--- src/rtl/key_debounce_pkg.sv ---
// Shared types for the key debounce bank: channel FSM states and event-type codes.
// KEY_DEBOUNCE_LONG_PRESS_EN (in the channel) enables the long-press event code.
package key_debounce_pkg;

    typedef enum logic [1:0] {
        StReleased    = 2'd0,
        StPressPend   = 2'd1,
        StPressed     = 2'd2,
        StReleasePend = 2'd3
    } key_fsm_e;

    typedef logic [1:0] evt_type_t;

    localparam evt_type_t EvtPress   = 2'b00;
    localparam evt_type_t EvtRelease = 2'b01;
    localparam evt_type_t EvtLong    = 2'b10;

endpackage

--- src/rtl/key_debounce_ch.sv ---
// One key channel: 2-flop synchronizer, debounce FSM and a one-deep pending event slot.
// Define KEY_DEBOUNCE_LONG_PRESS_EN to add the saturating long-press counter.
module key_debounce_ch import key_debounce_pkg::*; #(
    parameter int unsigned DebTicks  = 4,
    parameter int unsigned LongTicks = 100
) (
    input  logic      clk_i,
    input  logic      rst_ni,
    input  logic      key_i,
    input  logic      tick_i,
    input  logic      drain_i,
    output logic      pend_valid_o,
    output evt_type_t pend_type_o,
    output logic      level_o,
    output logic      drop_o
);

    localparam logic [7:0] DebLast = 8'(DebTicks - 1);

    logic       s1_q, s_q;
    key_fsm_e   state_q, state_d;
    logic [7:0] cnt_q, cnt_d;
    logic       press_done, release_done;
    logic       raise;
    evt_type_t  raise_type;
    logic       pend_valid_q, pend_valid_d;
    evt_type_t  pend_type_q, pend_type_d;

    always_comb begin
        state_d      = state_q;
        cnt_d        = cnt_q;
        press_done   = 1'b0;
        release_done = 1'b0;
        unique case (state_q)
            StReleased: begin
                if (tick_i && s_q) begin
                    if (DebTicks == 1) begin
                        state_d    = StPressed;
                        press_done = 1'b1;
                    end else begin
                        state_d = StPressPend;
                        cnt_d   = 8'd1;
                    end
                end
            end
            StPressPend: begin
                if (!s_q) begin
                    state_d = StReleased;
                    cnt_d   = '0;
                end else if (tick_i) begin
                    if (cnt_q == DebLast) begin
                        state_d    = StPressed;
                        cnt_d      = '0;
                        press_done = 1'b1;
                    end else begin
                        cnt_d = cnt_q + 8'd1;
                    end
                end
            end
            StPressed: begin
                if (tick_i && !s_q) begin
                    if (DebTicks == 1) begin
                        state_d      = StReleased;
                        release_done = 1'b1;
                    end else begin
                        state_d = StReleasePend;
                        cnt_d   = 8'd1;
                    end
                end
            end
            StReleasePend: begin
                if (s_q) begin
                    state_d = StPressed;
                    cnt_d   = '0;
                end else if (tick_i) begin
                    if (cnt_q == DebLast) begin
                        state_d      = StReleased;
                        cnt_d        = '0;
                        release_done = 1'b1;
                    end else begin
                        cnt_d = cnt_q + 8'd1;
                    end
                end
            end
            default: state_d = StReleased;
        endcase
    end

`ifdef KEY_DEBOUNCE_LONG_PRESS_EN
    localparam logic [7:0] LongLim = 8'(LongTicks);

    logic [7:0] long_q, long_d;
    logic       long_fire;

    // Bouncing back from RELEASE_PEND is the same press, so only a real press clears the count;
    // a release completing on this tick takes priority over a coincident long-press.
    always_comb begin
        long_d    = long_q;
        long_fire = 1'b0;
        if (press_done) begin
            long_d = '0;
        end else if (tick_i && level_o && !release_done) begin
            if (long_q != 8'hff) begin
                long_d = long_q + 8'd1;
            end
            long_fire = (long_q != LongLim) && (long_d == LongLim);
        end
    end

    always_ff @(posedge clk_i or negedge rst_ni) begin
        if (!rst_ni) begin
            long_q <= '0;
        end else begin
            long_q <= long_d;
        end
    end

    assign raise      = press_done | release_done | long_fire;
    assign raise_type = release_done ? EvtRelease : (long_fire ? EvtLong : EvtPress);
`else
    assign raise      = press_done | release_done;
    assign raise_type = release_done ? EvtRelease : EvtPress;
`endif

    // A drain in the same cycle frees the slot, so a refill is kept rather than dropped.
    always_comb begin
        pend_valid_d = pend_valid_q;
        pend_type_d  = pend_type_q;
        drop_o       = 1'b0;
        if (drain_i) begin
            pend_valid_d = 1'b0;
        end
        if (raise) begin
            if (!pend_valid_q || drain_i) begin
                pend_valid_d = 1'b1;
                pend_type_d  = raise_type;
            end else begin
                drop_o = 1'b1;
            end
        end
    end

    always_ff @(posedge clk_i or negedge rst_ni) begin
        if (!rst_ni) begin
            s1_q         <= 1'b0;
            s_q          <= 1'b0;
            state_q      <= StReleased;
            cnt_q        <= '0;
            pend_valid_q <= 1'b0;
            pend_type_q  <= EvtPress;
        end else begin
            s1_q         <= key_i;
            s_q          <= s1_q;
            state_q      <= state_d;
            cnt_q        <= cnt_d;
            pend_valid_q <= pend_valid_d;
            pend_type_q  <= pend_type_d;
        end
    end

    assign level_o      = (state_q == StPressed) || (state_q == StReleasePend);
    assign pend_valid_o = pend_valid_q;
    assign pend_type_o  = pend_type_q;

endmodule

--- src/rtl/key_debounce_bank.sv ---
// Bank of debounced keys with a lowest-index-first valid/ready event stream and sticky overflow.
// KEY_DEBOUNCE_LONG_PRESS_EN enables long-press events inside each channel.
module key_debounce_bank import key_debounce_pkg::*; #(
    parameter int unsigned NumKeys   = 4,
    parameter int unsigned KeyW      = 2,
    parameter int unsigned DebTicks  = 4,
    parameter int unsigned LongTicks = 100
) (
    input  logic               clk_i,
    input  logic               rst_ni,
    input  logic [NumKeys-1:0] key_i,
    input  logic               tick_i,
    output logic               evt_valid_o,
    input  logic               evt_ready_i,
    output logic [KeyW-1:0]    evt_key_o,
    output logic [1:0]         evt_type_o,
    output logic [NumKeys-1:0] key_state_o,
    output logic               overflow_o,
    input  logic               ovf_clr_i
);

    logic [NumKeys-1:0]      pend_valid, drain, drop, grant;
    logic [NumKeys-1:0][1:0] pend_type;
    logic                    found, load;
    logic [KeyW-1:0]         sel_key;
    evt_type_t               sel_type;

    logic            evt_valid_q, evt_valid_d;
    logic [KeyW-1:0] evt_key_q, evt_key_d;
    evt_type_t       evt_type_q, evt_type_d;
    logic            ovf_q, ovf_d;

    for (genvar i = 0; i < NumKeys; i++) begin : g_ch
        key_debounce_ch #(
            .DebTicks  (DebTicks),
            .LongTicks (LongTicks)
        ) u_ch (
            .clk_i        (clk_i),
            .rst_ni       (rst_ni),
            .key_i        (key_i[i]),
            .tick_i       (tick_i),
            .drain_i      (drain[i]),
            .pend_valid_o (pend_valid[i]),
            .pend_type_o  (pend_type[i]),
            .level_o      (key_state_o[i]),
            .drop_o       (drop[i])
        );
    end

    always_comb begin
        grant    = '0;
        found    = 1'b0;
        sel_key  = '0;
        sel_type = EvtPress;
        for (int unsigned i = 0; i < NumKeys; i++) begin
            if (pend_valid[i] && !found) begin
                found    = 1'b1;
                grant[i] = 1'b1;
                sel_key  = KeyW'(i);
                sel_type = pend_type[i];
            end
        end
    end

    assign load  = !evt_valid_q || evt_ready_i;
    assign drain = load ? grant : '0;

    always_comb begin
        evt_valid_d = evt_valid_q;
        evt_key_d   = evt_key_q;
        evt_type_d  = evt_type_q;
        if (load) begin
            evt_valid_d = found;
            if (found) begin
                evt_key_d  = sel_key;
                evt_type_d = sel_type;
            end
        end
        // A fresh drop beats a simultaneous clear.
        ovf_d = ovf_q;
        if (|drop) begin
            ovf_d = 1'b1;
        end else if (ovf_clr_i) begin
            ovf_d = 1'b0;
        end
    end

    always_ff @(posedge clk_i or negedge rst_ni) begin
        if (!rst_ni) begin
            evt_valid_q <= 1'b0;
            evt_key_q   <= '0;
            evt_type_q  <= EvtPress;
            ovf_q       <= 1'b0;
        end else begin
            evt_valid_q <= evt_valid_d;
            evt_key_q   <= evt_key_d;
            evt_type_q  <= evt_type_d;
            ovf_q       <= ovf_d;
        end
    end

    assign evt_valid_o = evt_valid_q;
    assign evt_key_o   = evt_key_q;
    assign evt_type_o  = evt_type_q;
    assign overflow_o  = ovf_q;

endmodule

--- config.mk ---
export PLATFORM = sky130hd
export DESIGN_NAME = key_debounce_bank
export DESIGN_NICKNAME = d
export VERILOG_FILES = /design/src/rtl/key_debounce_pkg.sv /design/src/rtl/key_debounce_ch.sv /design/src/rtl/key_debounce_bank.sv
export SDC_FILE = /design/constraint.sdc
export NUM_CORES = 1
export LEC_CHECK = 0
export BUFFER_PORTS_ARGS = -buffer_cell sky130_fd_sc_hd__buf_4
export CORE_MARGIN = 2
export CORE_UTILIZATION = 61
export DETAILED_ROUTE_END_ITERATION = 8
export PLACE_DENSITY = 0.84
export SYNTH_ARGS = -nofsm -noshare
export SYNTH_HDL_FRONTEND = slang
export SYNTH_HIERARCHICAL = 1
export SYNTH_SLANG_ARGS = --single-unit
--- constraint.sdc ---
create_clock -name clk_i -period 2.5 [get_ports clk_i]
set_input_delay 0.5 -clock clk_i [delete_from_list [all_inputs] [get_ports clk_i]]
set_output_delay 0.5 -clock clk_i [all_outputs]
set_load 0.01 [all_outputs]
==> results of run 1 <==
-- worst max-delay path, stage by stage (launching register included) --
cell      delay, ps
dfrtp_1         520
nor4b_2         450
and2_1          180
nand2b_1        140
nor3b_2         190
mux2_2          360
-- layout make-up --
class	count	area share, %
well taps	72	2.40
flip-flops and latches	62	41.4
clock inverters	4	1.27
multi-input cells	255	46.1
clock buffers	11	3.77
inverters	9	0.901
repair buffers	21	4.20
-- per-stage QoR --
| stage | instances | util [%] |
|---|---|---|
| detailed placement | 419 | 65.1 |
| global route | 434 | 68.5 |
| finish | 434 | 68.5 |
| CTS | 434 | 68.5 |
| global placement | 419 | 65.1 |
| floorplan | 347 | - |
-- registers in the layout, indices dropped and copies added, names as in the netlist, named ones only --
register,flops
g_ch.u_ch/s_q,4
overflow_o,1
g_ch.u_ch/state_q,4
g_ch.u_ch/pend_type_o,4
evt_valid_o,1
evt_key_o,2
g_ch.u_ch/s1_q,4
evt_type_o,2
g_ch.u_ch/cnt_q,32
g_ch.u_ch/pend_valid_o,4
-- cells in the final DEF, fill, tap and decap left out, types with 2 or more instances in the layout --
cell / count
nor3_1: 5
a21oi_1: 16
nor4b_1: 3
nor4_1: 3
and2_1: 6
xor2_1: 19
o21ai_0: 20
nand2b_1: 6
conb_1: 4
nor3b_1: 2
or4_1: 2
nor2_1: 33
clkbuf_8: 10
a21o_1: 2
and4_1: 8
a31oi_1: 3
nand3_1: 8
ha_1: 4
inv_1: 9
mux2_2: 6
buf_4: 21
clkinv_2: 2
a32o_1: 3
o211ai_1: 7
or4_4: 3
and3_1: 7
o2111ai_1: 5
or2_2: 4
nor2b_1: 6
mux2_4: 2
mux2i_1: 5
o21bai_1: 2
or3_1: 3
dfrtp_1: 62
nand2_1: 26
a22oi_1: 2
-- how the worst max path moves through the flow --
| stage | end | cells past startpoint | slack [ps] | startpoint |
|---|---|---|---|---|
| 6_report | g_ch[3].u_ch/pend_type_o[0]$_DFFE_PN0P_ | 5 | 530 | g_ch[2].u_ch/pend_valid_o$_DFF_PN0_ |
| 5_1_grt | g_ch[0].u_ch/pend_type_o[0]$_DFFE_PN0P_ | 4 | 320 | g_ch[0].u_ch/cnt_q[2]$_DFFE_PN0P_ |
| 4_1_cts | g_ch[0].u_ch/pend_type_o[0]$_DFFE_PN0P_ | 4 | 560 | g_ch[0].u_ch/cnt_q[2]$_DFFE_PN0P_ |
| 3_5_place_dp | g_ch[0].u_ch/pend_type_o[0]$_DFFE_PN0P_ | 6 | 570 | evt_ready_i |
| 3_3_place_gp | g_ch[0].u_ch/pend_type_o[0]$_DFFE_PN0P_ | 6 | 610 | evt_ready_i |
| 2_1_floorplan | flop | 5 | 640 | g_ch[0].u_ch/cnt_q[2]$_DFFE_PN0P_ |
-- power by group --
part	internal [uW]	leakage, uW	switching, uW	total (uW)
sequential	1220	0.000810	330	1550
combinational	594	0.000817	706	1300
clock	478	0.0000952	382	860
total	2290	0.00172	1420	3710
-- logic make-up after synthesis --
kind of cell | count (synthesis)
compound gates | 76
buf+inv | 30
fa+ha+maj | 4
simple gates | 137
mux | 13
flops | 62
other cells | 4
xor+xnor | 21
-- metal layers --
| layer | share of wire (%) | wire length [um] |
|---|---|---|
| met3 | 5.0 | 321 |
| met4 | 2.4 | 156 |
| met2 | 47 | 2990 |
| met1 | 46 | 2920 |
| met5 | 0 | 0 |
==> metrics.txt, run 1 <==
Yosys reg bits 62; Tightest Pin Transition 751 ps; element type at the critical path start flop; die area 0.00627 mm2; worst r2r src g_ch[2].u_ch/pend_valid_o$_DFF_PN0_; Seq/Total Area, Yosys 45.0%; I/O Buffers 18; chip height 79.2 um; Mapped Cells 347; CP required 2730 ps; Fin Hold WS 215 ps; PwrDens 989 mW/mm2; GRT busiest layer met2; initial core utilization 63.0%; Cell Area, Placed 0.00356 mm2; Storage cell area 0.00155 mm2; Post-synth top cells dfrtp_1, nor2_1, nand2_1; Hold Fails Final Rpt 0; Core ar. 0.00547 mm2; Setup Skew 8.33 ps; routability congestion estimate from global placement 0.938; top-count cell post-synth dfrtp_1; cell area after synthesis 0.00345 mm2; WL/cell 14.7 um; max_cap viols 0; CTS HTree Levels 3; Slew headroom 49.9%; via density per instance 6.01; CTS buffer count 9; met1 Track Usage GR 31.5%; DP HPWL 4.35 mm; CP max FO 11; RSZ-0062 raised after global routing no; area of the multi-input gates 0.00173 mm2; Synth Area per Inst 9.93 um2; Compound-Gate Fraction of Synth Area 15.5%; fin nets 371; met3 Track Usage GR 5.23%; final instance area 0.00375 mm2; largest net degree at the start of global routing 63; syn_nets 360; Die Wd 79.2 um; Pre-antenna DRT Iters 4; YS warnings 6; DRC 0; met2 Resource Use GR 34.8%; WS Path Type flop to flop; root buf cell clkbuf_8; critical path arrival 2200 ps; maximum VDD drop 0.487 mV; area leader, netlist dfrtp_1; main flop type after synthesis dfrtp_1; final setup violation count 0; static leakage 0.00172 uW; min cycle time layout 1970 ps; status finished, final reports clean; ANT cells 0; Resized Gates After CTS 0; Distinct cells, synth 68; number of global-route vias before repair 2557; fin. max-slew vios 0; fill cell count 405; synth top area cells dfrtp_1, xor2_1, nor2_1; Final TNS setup 0 ps; Synth Area in Simple Gates 22.9%; Worst-Skew Late Latency 350 ps; area grow syn2layout 8.82%; mux cell area share after synthesis 4.28%; Final Cycle Share 78.7%; DRT iter0 DRCs 185; grt ovf 0; EDFF count, synth 0; Reg clk slew, reported paths 70 ps; first-pass GRT wire length 11.3 mm; final worst slack 533 ps; f_max 0.508 GHz; DRT Wirelength 6.39 mm; flop-to-flop setup slack 530 ps; reg2reg end g_ch[3].u_ch/pend_type_o[0]$_DFFE_PN0P_; detailed-route via count 2608; row count 27; pre-CTS setup slack 570 ps; Reg2Reg Depth 5; xor/xnor share of the synthesized area 5.55%; antenna violations before repair 0; GRT Total Usage 23.2%; # hold bufs at CTS 0; top-area cell type share of the netlist area 45.0%; ANT nets after route 0; FFs w/ async S/R, synth 100%; Power Total 3710 uW; Ports 19; layout cells sized above 1 17.7%; clock tree buffer depth 2; largest family of logic cells by synthesized area simple AND/OR/NAND/NOR gates; postcts setup bufs 0; CTS sink count 62; adder-cell area share of the yosys netlist 1.45%; CTS tree yes; worst min path class input port to asynchronous set/reset pin; Worst Setup End Kind flop
Note: power is estimated with default switching activity, not from simulation.
==> run 2, diff against run 1 <==
--- a/config.mk
+++ b/config.mk
@@ -7,9 +7,9 @@
 export LEC_CHECK = 0
 export BUFFER_PORTS_ARGS = -buffer_cell sky130_fd_sc_hd__buf_4
 export CORE_MARGIN = 2
-export CORE_UTILIZATION = 61
+export CORE_UTILIZATION = 55
 export DETAILED_ROUTE_END_ITERATION = 8
-export PLACE_DENSITY = 0.84
+export PLACE_DENSITY = 0.8
 export SYNTH_ARGS = -nofsm -noshare
 export SYNTH_HDL_FRONTEND = slang
 export SYNTH_HIERARCHICAL = 1
==> constraint.sdc (replaced) <==
create_clock -name clk_i -period 1.8 [get_ports clk_i]
set_input_delay 0.36 -clock clk_i [delete_from_list [all_inputs] [get_ports clk_i]]
set_output_delay 0.36 -clock clk_i [all_outputs]
set_load 0.01 [all_outputs]
==> metrics.txt, run 2 (synthesis results as in run 1) <==
CP max-delay cell or4_4; WL met3 290 um; CP required 2020 ps; PwrDens 1310 mW/mm2; root buf cell clkbuf_8; area grow syn2layout 18.0%; fin cells 471; Reg clk slew, reported paths 70 ps; f_max 0.552 GHz; final instance area 0.00407 mm2; Worst Setup End Kind flop; Core ar. 0.00599 mm2; Power Total 5340 uW; CP top delay family simple AND/OR/NAND/NOR gates; first-pass GRT wire length 12.7 mm; static leakage 0.00190 uW; element type at the critical path start flop; CTS HTree Levels 3; fin nets 404; Worst path max stage delay 540 ps; Largest register FFs 32; CP max FO 4; Setup Skew 4.76 ps; WL/cell 15.6 um; Final Cycle Share 101%; CTS buffer count 9; antenna violations before repair 0; fin. max-slew vios 0; CTS sink count 62; Final Util 67.9%; max_cap viols 0; DP HPWL 5.03 mm; RSZ-0062 raised after global routing yes; min cycle time layout 1810 ps; DRC 0; metal1 wirelength 3.24 mm; ANT cells 0; critical path arrival 2030 ps; largest net degree at the start of global routing 37; grt ovf 0; WP buf/inv 0; area of the multi-input gates 0.00180 mm2; Storage cell area 0.00155 mm2; Worst-Skew Late Latency 330 ps; Top Metal Used met4; WL met2 3.67 mm; Reg with most FFs g_ch.u_ch/cnt_q; Cell Area, Placed 0.00380 mm2; worst min path class input port to flop; status finished, violations left; final worst slack -10.9 ps; number of global-route vias before repair 2784; Fin Hold WS 128 ps; clock tree buffer depth 2; Cell Chain, Critical Path or4_4, o311ai_4, nand2_2, mux2_4; failing checks setup timing; Slew headroom 64.6%; Tightest Pin Transition 518 ps; Ports 19; row count 28; via density per instance 5.88; initial core utilization 57.5%; routability congestion estimate from global placement 0.898; maximum VDD drop 0.638 mV; chip height 83.2 um; WS Path Type flop to flop; DRT iter0 DRCs 194; layout cells sized above 1 26.3%; most frequent cells in the layout dfrtp_1, buf_4, nor2_1, nand2_1, o21ai_0; Pre-antenna DRT Iters 4; fill cell count 461; Cells after DPL 451; Die Wd 83.2 um; die area 0.00692 mm2; ANT nets after route 0; GRT Total Usage 22.6%; Hold Fails Final Rpt 0; final setup violation count 2; commonest non-fill, non-tap cell in the layout dfrtp_1; I/O Buffers 18; detailed-route via count 2769; DRT Wirelength 7.35 mm; CTS tree yes
run 2: metal layers:
| metal | GRT usage, % | vias to the layer above |
|---|---|---|
| met5 | 0 | - |
| met4 | 10.3 | 0 |
| met3 | 5.17 | 15 |
| met2 | 37.0 | 65 |
| met1 | 28.6 | 1350 |
| li1 | - | 1339 |
run 2: through the flow:
stage | setup TNS (ps) | worst slack (ps)
3_3_place_gp | 0 | 41.5
5_1_grt | -541 | -102
6_report | -14.2 | -10.9
2_1_floorplan | -59.9 | -59.9
3_5_place_dp | -54.8 | -31.9
4_1_cts | 0 | 0.865
run 2: timing repair:
| action | 4_1_cts | 5_1_grt |
|---|---|---|
| setup buffers | 0 | 3 |
| endpoints found under the hold margin | 26 | 0 |
| cloned | 0 | 0 |
| setup endpoints to repair | 4 | 18 |
| gates resized for setup | 3 | 8 |
| pin swaps | 0 | 9 |
| hold buffers | 1 | 0 |
run 2: area by class of cell:
class / count / share of cell area (%)
Clock inverter: 4 / 0.554
Clock buffer: 12 / 3.57
Multi-Input combinational cell: 255 / 44.2
Timing Repair Buffer: 54 / 10.3
Tap cell: 75 / 2.31
Inverter: 9 / 0.831
Sequential cell: 62 / 38.2
run 2: path summary, 6_finish.rpt:
kind	startpoint	endpoint	slack [ps]	cells after the start
worst max-delay path	g_ch[0].u_ch/cnt_q[3]$_DFFE_PN0P_	flop	-10	4
worst min-delay path	key_i[2]	g_ch[2].u_ch/s1_q$_DFF_PN0_	130	1
worst max register to register	g_ch[0].u_ch/cnt_q[3]$_DFFE_PN0P_	flop	-10	4
worst min register to register	g_ch[0].u_ch/s1_q$_DFF_PN0_	g_ch[0].u_ch/s_q$_DFF_PN0_	350	0
max in group asynchronous	rst_ni	g_ch[3].u_ch/s1_q$_DFF_PN0_	820	3
min in group asynchronous	rst_ni	g_ch[2].u_ch/cnt_q[6]$_DFFE_PN0P_	480	2
run 2: power by group:
part | switching (uW) | total [uW] | internal [uW]
Sequential | 351 | 2050 | 1700
Combinational | 1200 | 2240 | 1040
Clock | 525 | 1060 | 531
